## src/rtl/regfile_access_seq.sv

```systemverilog
// regfile_access_seq: command-driven initiator that reads up to two operands from a 16x16 register file, writes the ALU result back and returns it.
module regfile_access_seq #(
    parameter int WIDTH      = 16,
    parameter int RNUM_W     = 5,
    parameter bit PROTECT_R0 = 1'b0
) (
    input  logic              clk,
    input  logic              reset,
    input  logic              cmd_valid,
    output logic              cmd_ready,
    input  logic [2:0]        cmd_op,
    input  logic [3:0]        cmd_rs,
    input  logic [3:0]        cmd_rt,
    input  logic [3:0]        cmd_rd,
    input  logic [WIDTH-1:0]  cmd_imm,
    output logic              rsp_valid,
    input  logic              rsp_ready,
    output logic [WIDTH-1:0]  rsp_data,
    output logic              rsp_carry,
    output logic [RNUM_W-1:0] rf_rd_regnum,
    input  logic [WIDTH-1:0]  rf_rd_data,
    output logic [RNUM_W-1:0] rf_wr_regnum,
    output logic [WIDTH-1:0]  rf_wr_data,
    output logic              rf_write_enable
);
    typedef enum logic [2:0] {IDLE, RD_A, RD_B, WB, RESP} state_t;
    localparam logic [2:0] OP_MOV = 3'd0, OP_ADD = 3'd1, OP_SUB = 3'd2, OP_AND = 3'd3,
                           OP_OR  = 3'd4, OP_XOR = 3'd5, OP_LDI = 3'd6, OP_RD  = 3'd7;
    state_t           state_q, state_d;
    logic [2:0]       op_q, op_d;
    logic [3:0]       rs_q, rs_d, rt_q, rt_d, rd_q, rd_d;
    logic [WIDTH-1:0] imm_q, imm_d, a_q, a_d, b_q, b_d, rsp_data_q, rsp_data_d;
    logic             rsp_carry_q, rsp_carry_d;
    logic [WIDTH:0]   sum;
    logic [WIDTH-1:0] res;
    logic             carry;
    always_ff @(posedge clk) begin
        if (reset) begin
            state_q     <= IDLE;
            op_q        <= '0;
            rs_q        <= '0;
            rt_q        <= '0;
            rd_q        <= '0;
            imm_q       <= '0;
            a_q         <= '0;
            b_q         <= '0;
            rsp_data_q  <= '0;
            rsp_carry_q <= 1'b0;
        end else begin
            state_q     <= state_d;
            op_q        <= op_d;
            rs_q        <= rs_d;
            rt_q        <= rt_d;
            rd_q        <= rd_d;
            imm_q       <= imm_d;
            a_q         <= a_d;
            b_q         <= b_d;
            rsp_data_q  <= rsp_data_d;
            rsp_carry_q <= rsp_carry_d;
        end
    end
    always_comb begin
        sum   = {1'b0, a_q} + {1'b0, b_q};
        res   = op_q == OP_ADD ? sum[WIDTH-1:0] :
                op_q == OP_SUB ? a_q - b_q :
                op_q == OP_AND ? a_q & b_q :
                op_q == OP_OR  ? a_q | b_q :
                op_q == OP_XOR ? a_q ^ b_q :
                op_q == OP_LDI ? imm_q : a_q;
        carry = op_q == OP_ADD ? sum[WIDTH] : op_q == OP_SUB ? a_q < b_q : 1'b0;
    end
    always_comb begin
        state_d     = state_q;
        op_d        = op_q;
        rs_d        = rs_q;
        rt_d        = rt_q;
        rd_d        = rd_q;
        imm_d       = imm_q;
        a_d         = a_q;
        b_d         = b_q;
        rsp_data_d  = rsp_data_q;
        rsp_carry_d = rsp_carry_q;
        case (state_q)
            IDLE: if (cmd_valid) begin
                op_d    = cmd_op;
                rs_d    = cmd_rs;
                rt_d    = cmd_rt;
                rd_d    = cmd_rd;
                imm_d   = cmd_imm;
                state_d = cmd_op == OP_LDI ? WB : RD_A;
            end
            RD_A: begin
                a_d     = rf_rd_data;
                state_d = op_q == OP_MOV ? WB : op_q == OP_RD ? RESP : RD_B;
                // RD bypasses WB, so its response is captured straight off the read port
                if (op_q == OP_RD) begin
                    rsp_data_d  = rf_rd_data;
                    rsp_carry_d = 1'b0;
                end
            end
            RD_B: begin
                b_d     = rf_rd_data;
                state_d = WB;
            end
            WB: begin
                rsp_data_d  = res;
                rsp_carry_d = carry;
                state_d     = RESP;
            end
            RESP: state_d = rsp_ready ? IDLE : RESP;
            default: state_d = IDLE;
        endcase
    end
    assign cmd_ready       = state_q == IDLE;
    assign rsp_valid       = state_q == RESP;
    assign rsp_data        = rsp_data_q;
    assign rsp_carry       = rsp_carry_q;
    assign rf_rd_regnum    = state_q == RD_A ? RNUM_W'(rs_q) : state_q == RD_B ? RNUM_W'(rt_q) : '0;
    assign rf_wr_regnum    = state_q == WB ? RNUM_W'(rd_q) : '0;
    assign rf_wr_data      = state_q == WB ? res : '0;
    assign rf_write_enable = state_q == WB && !reset && !(PROTECT_R0 && rd_q == 4'd0);
endmodule

```

## config.mk

```make
export PLATFORM = sky130hd
export DESIGN_NAME = regfile_access_seq
export DESIGN_NICKNAME = d
export VERILOG_FILES = /design/src/rtl/regfile_access_seq.sv
export SDC_FILE = /design/constraint.sdc
export NUM_CORES = 1
export LEC_CHECK = 0
export ABC_AREA = 1
export CORE_MARGIN = 4
export CORE_UTILIZATION = 50
export DETAILED_ROUTE_END_ITERATION = 8
export HOLD_SLACK_MARGIN = 0.06
export PLACE_DENSITY = 0.78
export SLEW_MARGIN = 20
export SYNTH_ARGS = -nofsm -noshare
export SYNTH_HDL_FRONTEND = slang
export SYNTH_SLANG_ARGS = --single-unit
```

## constraint.sdc

```tcl
create_clock -name clk -period 2.3 [get_ports clk]
set_clock_uncertainty 0.2 [all_clocks]
set_input_delay 0.23 -clock clk [delete_from_list [all_inputs] [get_ports clk]]
set_output_delay 0.23 -clock clk [all_outputs]
set_load 0.005 [all_outputs]
```

==> Word level (Yosys, flattened, before mapping) <==
Index checks and enable logic that the tools add are counted.
{ "totals": {"ff_bits": 83, "elab_cells": 59, "out_inout_bits": 46, "in_bits": 51} }
{ "classes": {"n_reduce_logical": 7, "order_cmp": 1, "bitwise_logic": 3, "n_addsub": 2, "n_eq_ne": 14, "mux": 22} }
{ "op_table": {"columns": ["cell", "count"], "rows": [
  ["$mux W16", 8],
  ["$pmux W16 S2", 1],
  ["$eq A3 B3 Y1 const B", 6],
  ["$add A16 B16 Y17", 1],
  ["$and A16 B16 Y16", 1],
  ["$lt A16 B16 Y1", 1],
  ["$or A16 B16 Y16", 1],
  ["$sub A16 B16 Y16", 1],
  ["$xor A16 B16 Y16", 1],
  ["$pmux W3 S5", 1],
  ["$eq A3 B2 Y1 const B", 4],
  ["$mux W3", 4],
  ["$mux W4", 3],
  ["$eq A3 B1 Y1 const B", 2],
  ["$logic_not A3 Y1", 2],
  ["$ne A2 B2 Y1 const B", 2],
  ["$reduce_and A2 Y1", 2],
  ["$mux W1", 3],
  ["$mux W2", 1],
  ["$pmux W1 S2", 1],
  ["$reduce_bool A2 Y1", 1],
  ["$logic_and A1 B1 Y1", 1],
  ["$logic_not A1 Y1", 1]
]} }

==> Logic depth before layout (Yosys ltp) <==
{ "logic_depth": {"depth_word": 8, "depth_mapped": 17, "depth_no_buf": 17} }

==> Worst setup path before layout <==
Ideal clock, no wire load.
{ "synth_path": {"path_kind": "register to output", "start": "register a_q[1]", "end": "output rf_wr_data[10]", "path_stages_with_launch": 14, "setup_slack_ns": 0.012, "required_ns": 1.870, "t_arrival_ns": 1.858, "n_path_buf": 0, "cell_sequence": "dfxtp_1 -> inv_1 -> fa_1 -> nand3b_1 -> nand2_1 -> nand2_1 -> nand2_1 -> nand3_1 -> nand2_1 -> xor2_1 -> nand2_1 -> nand2_1 -> nand2_1 -> inv_1"} }
{ "synth_via": {"elab_chain_cells": 4, "elab_cells_between_ends": 5, "classes_between": "add/sub: 2; mux: 3"} }
{ "synth_rtl": {"columns": ["item", "line_no", "rtl"], "rows": [
  ["from (decl)", "32", "logic [WIDTH-1:0] imm_q, imm_d, a_q, a_d, b_q, b_d, rsp_data_q, rsp_data_d;"],
  ["from (signal assigned)", "45", "a_q <= '0;"],
  ["from (signal assigned)", "56", "a_q <= a_d;"],
  ["$sub A16 B16 Y16", "65", "op_q == OP_SUB ? a_q - b_q :"],
  ["$mux W16", "65", null],
  ["$mux W16 (*)", "64", "res = op_q == OP_ADD ? sum[WIDTH-1:0] :"],
  ["$mux W16 (*)", "120", "assign rf_wr_data = state_q == WB ? res : '0;"],
  ["to (decl)", "23", "output logic [WIDTH-1:0] rf_wr_data,"]
]} }
Every way passes the cells marked *; elsewhere a longest branch is shown, timed or not.

==> Final worst setup path <==
{ "layout_path": {"start": "register b_q[0]", "end": "output rf_wr_data[12]"} }
{ "layout_via": {"elab_chain_cells": 4, "elab_cells_between_ends": 5, "classes_between": "add/sub: 2; mux: 3"} }
{ "layout_rtl": {"columns": ["item", "line_no", "rtl"], "rows": [
  ["from (decl)", "32", null],
  ["from (signal assigned)", "46", "b_q <= '0;"],
  ["from (signal assigned)", "57", "b_q <= b_d;"],
  ["$sub A16 B16 Y16", "65", null],
  ["$mux W16", "65", null],
  ["$mux W16 (*)", "64", null],
  ["$mux W16 (*)", "120", null]
]} }
Marked as above.

==> results.json <==
{
  "status": "finished with violations",
  "failed_checks": "setup timing",
  "hold_buffers": 0,
  "wl_per_cell_microns": 20.5,
  "die_w_microns": 120,
  "initial_core_util": 0.518,
  "insertion_delay_ns": 0.35,
  "r2r_cells": 19,
  "drv_slew": 0,
  "grt_start_max_net_pins": 42,
  "crit_type": "flip-flop to primary output",
  "nNetsFinal": 1363,
  "dpl.hpwl_mm": 16.8,
  "drc_errors": 0,
  "clockBufferDepth": 2,
  "numCtsBuffers": 9,
  "min_period_over_period": 1.32,
  "grt_overflow_total": 0,
  "drt_pass1_iterations": 6,
  "final_util": 0.839,
  "max_freq_ghz": 0.330,
  "setup_viol_count_final": 29,
  "clock_sinks": 83,
  "num_rows": 40,
  "yosys-top-cells-area": "dfxtp_1 26%, nand2_1 12%, a21oi_1 10%",
  "hold_depth": 2,
  "synthArstFlopShare": 0,
  "synthSimpleGateAreaFrac": 0.222,
  "total_power_uw": 8290,
  "routabilityCongestion": 1.06,
  "vias": 8734,
  "synth_top_family_by_area": "compound AO/OA/AOI/OAI gates",
  "avgSynthCellArea_sq_um": 6.46,
  "path_max_fanout": 4,
  "fill_cells": 682,
  "synth_warnings": 0,
  "min_period_ns": 3.03,
  "cp-startpoint": "b_q[0]",
  "synth_xor_area_frac": 0.0138,
  "cp-start-kind": "flip-flop",
  "cts_tree": "done",
  "post-synth-top-area-cell": "dfxtp_1",
  "rrSetupSlack_ns": -0.64,
  "crit_required_ns": 1.87,
  "drive_above_1_share": 0.380,
  "die_y_microns": 120,
  "synth-edff-count": 0,
  "endpoint": "rf_wr_data[12]",
  "fp.coreArea_sq_um": 12200,
  "synth.distinct_cells": 43,
  "irDropWorstVdd_mv": 0.521,
  "postRouteAntennaNets": 0,
  "seq_area_frac_synth": 0.263,
  "syn_area_sq_um": 6330,
  "antennaDiodeCount": 0,
  "post-place-ws_ns": -0.703,
  "synth_compound_area_frac": 0.259,
  "ys_ff_latch": 83,
  "drt_iter0_drc": 1260,
  "yosys.area_share.adder": 0.101,
  "power.density_nw_per_um2": 809,
  "io_pins": 97,
  "seqCellArea_sq_um": 1700,
  "min_path_type": "flip-flop to flip-flop",
  "r2r-start": "b_q[0]",
  "fin_ws_ns": -0.733,
  "final_area_sq_um": 10200,
  "clk_pin_slew_ns": 0.07,
  "rsz0062_at_grt": "yes",
  "wl_mm": 29.4,
  "crit_path_end_kind": "primary output",
  "synthMuxAreaShare": 0,
  "io_buffer_count": 94,
  "hold_viol": 0,
  "grt_pass1_vias": 7921,
  "place_area_sq_um": 8470,
  "syn_to_final_growth_pct": 62.0,
  "grt_antenna_before_repair": 0,
  "r2r_end": "rsp_data[10]",
  "via_per_inst": 6.09,
  "synth-main-ff-cell": "dfxtp_1",
  "leakage_uw": 0.00478,
  "cp.arrival_ns": 2.60,
  "die_area_sq_um": 14500,
  "max_cap_violations": 0,
  "synth_cells": 979,
  "layout_common_cells": "188 x buf_4, 146 x nand2_1, 109 x a21oi_1, 107 x o21ai_0, 98 x inv_1",
  "grt_pass1_wl_mm": 40.4,
  "root_buffer": "clkbuf_16",
  "layout.cells.most_common": "buf_4",
  "synth_top_area_share": 0.263,
  "grt.total_usage": 0.350,
  "cts_max_level": 3,
  "multi_input_area_sq_um": 4570
}
[sequential cells by signal (all words and copies together), names as in the netlist]
signal,cells
rsp_carry,1
rt_q,4
imm_q,16
b_q,16
state_q,3
rs_q,4
rsp_data,16
op_q,3
a_q,16
rd_q,4
[cells by family after synthesis]
kind of cell	after synthesis
xor gates and xnor gates	10
adders and majority gates	50
and+or+nand+nor	333
DFF	83
other	1
buffers and inverters	197
AOI/OAI and AO/OA	305
[power breakdown]
group	internal, uW	total (uW)	switching, uW
logic	2200	4950	2750
clock network	949	1580	632
registers	1640	1760	122
[routing by layer]
metal  up-vias  global-route usage  share of wire
met5         -                   0              0
met3       236              0.0917           0.13
li1       3748                   -              -
met2       777               0.563           0.43
met4         0               0.164          0.070
met1      3973               0.438           0.37
[worst min path at each step]
stage,endpoint,startpoint
final,rd_q[1],rd_q[1]
after CTS,rs_q[2],rs_q[2]
after floorplan,imm_q[0],cmd_imm[0]
after detailed placement,rs_q[2],rs_q[2]
after global placement,imm_q[14],imm_q[14]
after global routing,rd_q[2],rd_q[2]
[critical path, stage by stage, from the launching register on]
cell	delay (ns)
dfxtp_4	0.39
ha_4	0.15
inv_2	0.04
fa_2	0.34
nand3b_1	0.22
nand2_2	0.15
buf_4	0.12
nand4_1	0.13
nand3_2	0.14
nor2_1	0.04
nor2_1	0.08
nand2_1	0.09
nand3_4	0.12
inv_2	0.04
clkdlybuf4s15_2	0.20
[synth_stat cells, types with 2 or more instances]
master    number
nor3_2         2
o22ai_1        4
nand2_1      195
o211ai_1       7
inv_1        134
nand3_1       54
xor2_1        10
clkbuf_1      22
clkbuf_2       2
nor2_1        61
buf_4          9
nand3b_1       2
clkinv_1       2
o21bai_1      12
ha_1          48
dfxtp_1       83
a21oi_2        7
buf_2          8
nand4_1        5
nor2_2         2
o21ai_0      114
fa_1           2
buf_8          2
inv_2          7
nand3_4        2
o21ai_1       24
a21oi_1      128
a21o_1         2
nor3_1         7
buf_6          9
[metrics by stage]
stage,hold WS (ns),cells,TNS (ns)
floorplan,0.194,980,0
global placement,0.242,1358,-8.33
detailed placement,0.244,1358,-9.04
CTS,0.253,1413,-7.82
global route,0.284,1434,-14.20
finish,0.252,1434,-11.96
[area by class of cell]
cell class | instances | share of cell area
tap | 168 | 0.0205
timing repair buffer | 324 | 0.281
sequential | 83 | 0.165
clock inverter | 4 | 0.00745
multi-input combinational | 700 | 0.446
inverter | 144 | 0.0565
clock buffer | 11 | 0.0227
[what timing repair did]
item | CTS | global route
pin swaps | 70 | 62
endpoints found under the setup margin | 36 | 36
resized for setup | 289 | 78
setup buffers | 45 | 23
No activity file was read; power rests on OpenSTA's default activity.
